$ cat src/rtl/osc_rst_pkg.sv
// Shared state encoding and sizing helpers for the oscillator-domain reset sequencer.
package osc_rst_pkg;

    typedef enum logic [2:0] {
        StHold     = 3'd0,
        StWaitLock = 3'd1,
        StStable   = 3'd2,
        StRun      = 3'd3,
        StStretch  = 3'd4
    } state_e;

    localparam int unsigned LossCntW = 8;

    // One counter width covers the stabilisation count, activity timer and stretch count.
    function automatic int unsigned cnt_width(input int unsigned a, input int unsigned b,
                                              input int unsigned c);
        int unsigned m;
        m = a;
        if (b > m) m = b;
        if (c > m) m = c;
        if (m < 2) return 1;
        return $clog2(m);
    endfunction

endpackage

$ cat src/rtl/osc_sync_bit.sv
// Multi-flop synchroniser for a single asynchronous bit, with synchronous clear.
module osc_sync_bit #(
    parameter int unsigned SyncStages = 2
) (
    input  logic clk_i,
    input  logic clr_i,
    input  logic d_i,
    output logic q_o
);

    logic [SyncStages-1:0] sync_q;

    always_ff @(posedge clk_i) begin
        if (clr_i) begin
            sync_q <= '0;
        end else begin
            sync_q <= {sync_q[SyncStages-2:0], d_i};
        end
    end

    assign q_o = sync_q[SyncStages-1];

endmodule

$ cat src/rtl/osc_clk_reset_sequencer.sv
// Releases system reset once the CCC PLL is locked and its output is toggling, and re-asserts
// it (recording a fault) on lock loss, activity loss or a software request.
module osc_clk_reset_sequencer
    import osc_rst_pkg::*;
#(
    parameter int unsigned LOCK_STABLE_CYCLES = 1024,
    parameter int unsigned ACT_TIMEOUT        = 64,
    parameter int unsigned RST_STRETCH        = 16,
    parameter int unsigned SYNC_STAGES        = 2
) (
    input  logic                CLK,
    input  logic                RESET,
    input  logic                PLL_LOCK,
    input  logic                CCC_TOGGLE,
    input  logic                SW_RESET_REQ,
    input  logic                FAULT_CLR,
    output logic                SYS_RESET_N,
    output logic                FABRIC_READY,
    output logic                FAULT,
    output logic [2:0]          STATE,
    output logic [LossCntW-1:0] LOCK_LOSS_CNT
);

    localparam int unsigned CntW = cnt_width(LOCK_STABLE_CYCLES, ACT_TIMEOUT + 1, RST_STRETCH);
    localparam logic [CntW-1:0] StableLast  = CntW'(LOCK_STABLE_CYCLES - 1);
    localparam logic [CntW-1:0] StretchLast = CntW'(RST_STRETCH - 1);
    localparam logic [CntW-1:0] ActMax      = CntW'(ACT_TIMEOUT);

    logic lock_s;
    logic tog_s;
    logic tog_prev_q;
    logic tog_edge;
    logic act_lost;

    logic [CntW-1:0]     act_timer_q;
    logic [CntW-1:0]     cnt_q;
    state_e              state_q;
    logic                sys_rst_n_q;
    logic                ready_q;
    logic                fault_q;
    logic [LossCntW-1:0] loss_cnt_q;

    osc_sync_bit #(
        .SyncStages(SYNC_STAGES)
    ) u_sync_lock (
        .clk_i(CLK),
        .clr_i(RESET),
        .d_i  (PLL_LOCK),
        .q_o  (lock_s)
    );

    osc_sync_bit #(
        .SyncStages(SYNC_STAGES)
    ) u_sync_tog (
        .clk_i(CLK),
        .clr_i(RESET),
        .d_i  (CCC_TOGGLE),
        .q_o  (tog_s)
    );

    assign tog_edge = tog_s ^ tog_prev_q;
    assign act_lost = (act_timer_q == ActMax);

    // Activity timer runs in every state; only STABLE and RUN act on it.
    always_ff @(posedge CLK) begin
        if (RESET) begin
            tog_prev_q  <= 1'b0;
            act_timer_q <= '0;
        end else begin
            tog_prev_q <= tog_s;
            if (tog_edge) begin
                act_timer_q <= '0;
            end else if (!act_lost) begin
                act_timer_q <= act_timer_q + CntW'(1);
            end
        end
    end

    always_ff @(posedge CLK) begin
        if (RESET) begin
            state_q     <= StHold;
            cnt_q       <= '0;
            sys_rst_n_q <= 1'b0;
            ready_q     <= 1'b0;
            fault_q     <= 1'b0;
            loss_cnt_q  <= '0;
        end else begin
            ready_q <= sys_rst_n_q;
            // A fault set further down wins over a coincident clear.
            if (FAULT_CLR) fault_q <= 1'b0;
            unique case (state_q)
                StHold: state_q <= StWaitLock;
                StWaitLock: begin
                    cnt_q <= '0;
                    if (lock_s) state_q <= StStable;
                end
                StStable: begin
                    if (!lock_s || act_lost) begin
                        state_q <= StWaitLock;
                    end else if (cnt_q == StableLast) begin
                        state_q     <= StRun;
                        sys_rst_n_q <= 1'b1;
                    end else begin
                        cnt_q <= cnt_q + CntW'(1);
                    end
                end
                StRun: begin
                    if (!lock_s || act_lost || SW_RESET_REQ) begin
                        state_q     <= StStretch;
                        sys_rst_n_q <= 1'b0;
                        cnt_q       <= '0;
                        if (!lock_s) begin
                            fault_q <= 1'b1;
                            if (loss_cnt_q != '1) loss_cnt_q <= loss_cnt_q + LossCntW'(1);
                        end
                        if (act_lost) fault_q <= 1'b1;
                    end
                end
                StStretch: begin
                    if (cnt_q == StretchLast) begin
                        state_q <= StWaitLock;
                    end else begin
                        cnt_q <= cnt_q + CntW'(1);
                    end
                end
                default: state_q <= StHold;
            endcase
        end
    end

    assign SYS_RESET_N   = sys_rst_n_q;
    assign FABRIC_READY  = ready_q;
    assign FAULT         = fault_q;
    assign STATE         = state_q;
    assign LOCK_LOSS_CNT = loss_cnt_q;

endmodule

$ cat config.mk
export PLATFORM = sky130hd
export DESIGN_NAME = osc_clk_reset_sequencer
export DESIGN_NICKNAME = d
export VERILOG_FILES = /design/src/rtl/osc_rst_pkg.sv /design/src/rtl/osc_sync_bit.sv /design/src/rtl/osc_clk_reset_sequencer.sv
export SDC_FILE = /design/constraint.sdc
export NUM_CORES = 1
export LEC_CHECK = 0
export BUFFER_PORTS_ARGS = -buffer_cell sky130_fd_sc_hd__buf_2
export CAP_MARGIN = 10
export CORE_ASPECT_RATIO = 0.9
export CORE_MARGIN = 8
export CORE_UTILIZATION = 55
export DETAILED_ROUTE_END_ITERATION = 10
export GPL_TIMING_DRIVEN = 0
export PLACE_DENSITY = 0.85
export SLEW_MARGIN = 20
export SYNTH_ARGS = -nofsm -noshare
export SYNTH_HDL_FRONTEND = slang
export SYNTH_SLANG_ARGS = --single-unit
$ cat constraint.sdc
create_clock -name CLK -period 3.63 [get_ports CLK]
set_clock_uncertainty 0.15 [all_clocks]
set_input_delay 0.726 -clock CLK [delete_from_list [all_inputs] [get_ports CLK]]
set_output_delay 0.726 -clock CLK [all_outputs]
set_load 0.005 [all_outputs]
==> results of run 1 <==
==> logic make-up after synthesis <==
kind of cell / count (synthesis)
buffers and inverters: 13
AOI/OAI and AO/OA: 40
xor gates and xnor gates: 18
muxes: 1
adders and majority gates: 4
DFF: 39
and+or+nand+nor: 108
==> cell usage in the layout, fill, tap and decap left out, drive strengths merged, types with 2 or more instances in the layout <==
| master | n |
|---|---|
| a31o | 2 |
| a31oi | 2 |
| and4 | 4 |
| inv | 4 |
| xnor2 | 5 |
| ha | 4 |
| o21ai | 4 |
| a32o | 7 |
| o31ai | 3 |
| a21oi | 7 |
| xor2 | 13 |
| o2111ai | 3 |
| nand2 | 12 |
| nor2 | 26 |
| and3 | 6 |
| nand3 | 12 |
| nor3 | 7 |
| clkinv | 2 |
| o21a | 2 |
| buf | 23 |
| and2 | 3 |
| clkbuf | 10 |
| nand4 | 10 |
| nor2b | 10 |
| nor3b | 4 |
| nand3b | 3 |
| a41oi | 2 |
| dfxtp | 39 |
| or4 | 3 |
==> worst max-delay path by stage <==
| stage | slack (ns) | cells after the start | from | to |
|---|---|---|---|---|
| after floorplan | 1.52 | 7 | cnt_q[0] | cnt_q[1] |
| after global placement | 1.38 | 7 | cnt_q[0] | cnt_q[0] |
| after detailed placement | 1.34 | 6 | cnt_q[0] | cnt_q[2] |
| after CTS | 1.32 | 7 | cnt_q[0] | cnt_q[0] |
| after global routing | 1.17 | 7 | cnt_q[0] | cnt_q[9] |
| final | 1.32 | 6 | cnt_q[0] | cnt_q[2] |
==> per-layer routing <==
metal  routed length [µm]  track usage (%)
met3                  271            5.623
met1                 2130            19.19
met4                   13            4.839
met5                    0                0
met2                 1964            25.29
==> metrics by stage <==
| step | power [µW] | util (%) | hold WS [ns] | cells | worst slack, ns |
|---|---|---|---|---|---|
| floorplan | 737.1 | - | 0.2638 | 223 | 1.517 |
| CTS | 1175 | 63.39 | 0.2930 | 296 | 1.319 |
| global placement | 804.7 | 60.28 | 0.2728 | 288 | 1.383 |
| detailed placement | 810.8 | 60.28 | 0.2747 | 288 | 1.336 |
| finish | 1177 | 63.39 | 0.2886 | 296 | 1.316 |
| global route | 1233 | 63.39 | 0.3122 | 296 | 1.167 |
==> state kept, by name (all words and copies together), names as in the netlist <==
signal / count
FAULT: 1
LOCK_LOSS_CNT: 8
u_sync_tog.sync_q: 2
act_timer_q: 10
STATE: 3
u_sync_lock.sync_q: 2
cnt_q: 10
SYS_RESET_N: 1
tog_prev_q: 1
FABRIC_READY: 1
==> cell usage after synthesis (4+ instances only) <==
| master | instances |
|---|---|
| inv_1 | 4 |
| nand3_1 | 12 |
| a21oi_1 | 7 |
| a32o_1 | 7 |
| nand2_1 | 12 |
| nand4_1 | 10 |
| xnor2_1 | 5 |
| clkbuf_1 | 5 |
| xor2_1 | 13 |
| nor3b_1 | 4 |
| nor2_1 | 26 |
| nor3_1 | 6 |
| and3_1 | 4 |
| ha_1 | 4 |
| nor2b_1 | 10 |
| dfxtp_1 | 39 |
==> layout make-up <==
class,instances,area (µm²),area share (%)
plain buffers,9,45.04,1.960
clock buffers,5,68.82,2.994
clock inverters,3,43.79,1.905
inverters,4,15.01,0.6532
multi-input cells,171,1192,51.88
flip-flops and latches,39,780.7,33.97
well taps,46,57.56,2.504
repair buffers,19,95.09,4.137
==> where the power goes <==
group	leakage, µW	switching, µW	internal [µW]
sequential	0.000316	25.4	452
combinational	0.000537	194	134
clock	0.0000581	167	205
==> summary.txt, run 1 <==
STA
  – Max_slew headroom: 52.32%
  – Number of failing hold endpoints at the final stage: 0
  – Setup violators final: 0
  – Post-route setup TNS: 0 ns
  – Tmin final: 2.314 ns
  – Slew Limit Fails: 0
  – Slew @ Worst Pin: 0.7118 ns
  – RSZ-0062 raised after global routing: false
  – Period utilization: 63.75%
  – Fmax: 432.2 MHz

Drt
  – Via count: 1751
  – Routed WL: 4.379 mm
  – DR WL/cell: 14.79 µm
  – ANT nets after route: 0
  – Vias per std cell: 5.916
  – Detailed Route Iter0 Violations: 115
  – DR pass1 iterations: 4
  – DRC errors left: 0

Worst setup path
  – Critical path cell sequence: ha_1 > and3_1 > buf_6 > a31oi_1 > o2111ai_1 > a32o_1
  – Bufs and invs on worst path: 1
  – Reg2reg start: cnt_q[0]
  – Crit path capture type: flop
  – Crit-path max cell delay: 0.59 ns
  – Crit Path Category: reg -> reg
  – Crit-path max FO: 9
  – Worst Path Required: 3.68 ns
  – R2r worst-path depth: 6
  – Startpoint Class: flop
  – Arrival time at the worst endpoint: 2.36 ns
  – Slowest cell on crit path: a31oi_1
  – FF-to-FF End: cnt_q[2]
  – CP delay by family, top: compound AO/OA/AOI/OAI gates
  – R2R setup slack: 1.32 ns

Yosys
  – Top_reg_cell synth: dfxtp_1
  – Post-synth ARST share: 0%
  – Mean Syn Cell Area: 9.117 µm²
  – XOR/XNOR share of the synthesized area: 7.754%
  – EDFF count, synth: 0
  – Syn nets: 233
  – Share of the synthesized area in the top cell type: 38.40%
  – Mapped Cells: 223
  – Mapped cell area: 2033 µm²
  – Largest family of logic cells by synthesized area: simple AND/OR/NAND/NOR gates
  – Ys Warns: 0
  – Most area-hungry cell type in the Yosys netlist: dfxtp_1
  – Sequential share of the synthesized area: 38.40%
  – Post-synthesis compound-gate area fraction: 16.98%
  – Post-synth cell types: 52
  – Post-synthesis register bit count: 39
  – Simple-gate portion of the synthesized area: 30.95%
  – Mux cell area share after synthesis: 0.4923%
  – Post-synthesis adder-cell area fraction: 2.462%
  – Synth area leaders: dfxtp_1 (38%), xor2_1 (5.6%), nor2_1 (4.8%)

Clock network
  – Clock transition at the registers of the reported paths: 0.08 ns
  – CTS sink cnt: 39
  – Cts hold-fix bufs: 0
  – Clk root buf: clkbuf_8
  – # H-tree levels: 2
  – CTS max path bufs: 2
  – Post-CTS sizing: 0
  – Clock Latency Late Sink: 0.30 ns
  – CTS Buf Count: 5
  – Post-CTS Setup Bufs: 0
  – CTS tree: done

Cells and area
  – Antenna Cells: 0
  – Post-route cell area: 2298 µm²
  – Fill cells: 320
  – Layout cells sized above 1: 18.00%
  – Layout area overhead: 13.05%
  – Nets@finish: 259

Global route
  – GRT Total Usage: 15.79%
  – Grt total ovfl: 0
  – Number of global-route vias before repair: 1682
  – Initial antenna violation count: 0
  – Global-route wire length before repair: 7.341 mm
  – Largest net degree at the start of global routing: 14

Die
  – Die span in x: 80.09 µm
  – Initial Util: 56.07%
  – Number of cell rows: 21
  – Die area: 5901 µm²
  – CORE AREA: 3626 µm²
  – I/O pins: 20
  – Die H: 73.68 µm

Run
  – Max cap viols: 0

Min path
  – Hold path start: u_sync_tog.sync_q[0]
  – Hold EP: u_sync_tog.sync_q[1]
  – Worst Hold Depth: 1
  – Hold crit path type: reg -> reg

Power and ir drop
  – Static Leak: 0.0009110 µW
  – PwrDens: 512.1 nW/µm²
  – Worst vdd ir: 0.3392 mV

Status
  – Status: completed

Place
  – DPL Wire Length: 3.082 mm
  – IO Port Bufs: 19
  – Area after DPL: 2186 µm²
  – Placer Congestion: 0.9013
Note: power is estimated with default switching activity, not from simulation.
==> run 2, diff against run 1 <==
--- a/config.mk
+++ b/config.mk
@@ -9,10 +9,10 @@
 export CAP_MARGIN = 10
 export CORE_ASPECT_RATIO = 0.9
 export CORE_MARGIN = 8
-export CORE_UTILIZATION = 55
+export CORE_UTILIZATION = 52
 export DETAILED_ROUTE_END_ITERATION = 10
 export GPL_TIMING_DRIVEN = 0
-export PLACE_DENSITY = 0.85
+export PLACE_DENSITY = 0.84
 export SLEW_MARGIN = 20
 export SYNTH_ARGS = -nofsm -noshare
 export SYNTH_HDL_FRONTEND = slang
==> constraint.sdc (replaced) <==
create_clock -name CLK -period 2.1 [get_ports CLK]
set_clock_uncertainty 0.15 [all_clocks]
set_input_delay 0.42 -clock CLK [delete_from_list [all_inputs] [get_ports CLK]]
set_output_delay 0.42 -clock CLK [all_outputs]
set_load 0.005 [all_outputs]
==> summary.txt, run 2 (same netlist as run 1, synthesis figures left out) <==
Place
  – DPL Wire Length: 3.149 mm
  – IO Port Bufs: 19
  – Placed insts: 288
  – Placer Congestion: 0.8777

Global route
  – Initial antenna violation count: 0
  – Grt total ovfl: 0
  – Number of global-route vias before repair: 1752
  – Largest net degree at the start of global routing: 13
  – GRT Total Usage: 16.60%
  – Global-route wire length before repair: 8.004 mm

Die
  – I/O pins: 20
  – Initial Util: 54.49%
  – Die area: 6169 µm²
  – Die H: 75.32 µm
  – Die span in x: 81.91 µm
  – CORE AREA: 3731 µm²
  – Number of cell rows: 21

STA
  – Slew Limit Fails: 0
  – Setup ws final: -0.0002722 ns
  – Max_slew headroom: 63.62%
  – Post-route setup TNS: -0.0002722 ns
  – Tmin final: 2.100 ns
  – Number of failing hold endpoints at the final stage: 0
  – Slew @ Worst Pin: 0.5457 ns
  – Fmax: 476.1 MHz
  – Period utilization: 100.0%
  – Setup violators final: 1

Drt
  – Vias per std cell: 6.069
  – Detailed Route Iter0 Violations: 189
  – Met2 wire length: 2.081 mm
  – ANT nets after route: 0
  – DR WL/cell: 15.82 µm
  – Met1 WL: 2.269 mm
  – Met3 WL: 354 µm
  – Via count: 1845
  – DRC errors left: 0
  – DR pass1 iterations: 4
  – Max layer used: met4
  – Routed WL: 4.809 mm

Worst setup path
  – R2r worst-path depth: 6
  – Crit path from: cnt_q[4]
  – Slowest cell on crit path: or4_4
  – Crit-path max cell delay: 0.54 ns
  – Critical path depth: 6
  – CP delay by family, top: simple AND/OR/NAND/NOR gates
  – Crit Path Category: reg -> reg
  – Reg2reg start: cnt_q[4]
  – Worst Path Required: 2.15 ns
  – Critical path cell sequence: or4_4 > nor3_4 > a31o_4 > nor4_4 > buf_4 > a32o_1
  – Bufs and invs on worst path: 1
  – Arrival time at the worst endpoint: 2.15 ns
  – Startpoint Class: flop
  – Crit path capture type: flop
  – Crit-path max FO: 7

Clock network
  – Clock Latency Late Sink: 0.30 ns
  – Clock transition at the registers of the reported paths: 0.08 ns
  – CTS max path bufs: 2
  – CTS Buf Count: 5
  – CTS sink cnt: 39
  – # H-tree levels: 2
  – Clk root buf: clkbuf_8
  – CTS tree: done

Run
  – Max cap viols: 0

Status
  – Failing checks: setup timing
  – Status: finished, violations left

Min path
  – Worst Hold Depth: 2
  – Hold crit path type: in -> reg
  – Hold path start: CCC_TOGGLE

Cells and area
  – Antenna Cells: 0
  – Final Non-Filler Cells: 304
  – Layout area overhead: 20.49%
  – Layout cells sized above 1: 28.29%
  – Nets@finish: 267
  – Most common cell after layout, fill and taps aside: dfxtp_1
  – Commonest cells after routing, fill and taps aside: dfxtp_1 (32), nor2_1 (26), buf_2 (21), xor2_1 (13), nand3_1 (12)

Power and ir drop
  – PwrDens: 858.8 nW/µm²
  – Worst vdd ir: 0.5796 mV
  – Static Leak: 0.0009510 µW
-- run 2: cell types whose count changed in the layout (fill, tap and decap cells not counted), sizes merged --
cell and change:
clkbuf +3, buf +7, clkinv -2, clkinvlp +1, bufinv -1
-- run 2: final cells by class --
type,count,area [µm²]
buffer,7,28.78
clock buffer,7,96.34
clock inverter,1,7.507
fill,309,1281
inverter,4,15.01
multi-input combinational,171,1277
sequential,39,799.5
tap,46,57.56
timing repair buffer,29,167.7
-- run 2: power breakdown --
group | internal, µW | switching, µW
clock network | 298 | 271
logic | 307 | 400
registers | 784 | 44.3
total | 1390 | 715
-- run 2: worst reg2reg max path, delay by kind of cell, from the launching register on --
| kind | cells | cell delay, ns |
|---|---|---|
| AND/OR/NAND/NOR | 3 | 0.87 |
| flip-flops | 1 | 0.37 |
| buffers and inverters | 1 | 0.17 |
| AO/OA/AOI/OAI | 2 | 0.44 |
-- run 2: final timing paths --
check / endpoint / slack (ns)
hold reg to reg: u_sync_tog.sync_q[1] / 0.29
setup reg to reg: cnt_q[6] / -0.0003
setup / recovery: cnt_q[6] / -0.0003
hold / removal: u_sync_tog.sync_q[0] / 0.17
-- run 2: what timing repair did --
action | CTS | global route
resized for setup | 13 | 15
pin swaps | 4 | 8
buffers inserted | 4 | 6
setup endpoints to repair | 11 | 14
hold buffers | 0 | 0
-- run 2: stage by stage --
stage | util (%) | hold slack (ns) | worst slack, ns | power, µW | area, µm²
after detailed placement | 58.65 | 0.2768 | -0.1560 | 1406 | 2188
after global placement | 58.65 | 0.2726 | -0.1305 | 1395 | 2188
after floorplan | - | 0.2638 | 0.02004 | 1275 | 2036
final | 65.66 | 0.1732 | -0.0002722 | 2104 | 2450
after CTS | 63.58 | 0.1658 | 0.002542 | 2025 | 2372
after global routing | 65.66 | 0.1758 | -0.04812 | 2219 | 2450
-- run 2: routing by layer --
layer  vias to the layer above  global-route usage [%]
met5                         -                       0
met4                         0                   7.782
met3                        12                   5.071
met2                        85                   24.69
met1                       854                   21.41
li1                        894                       -
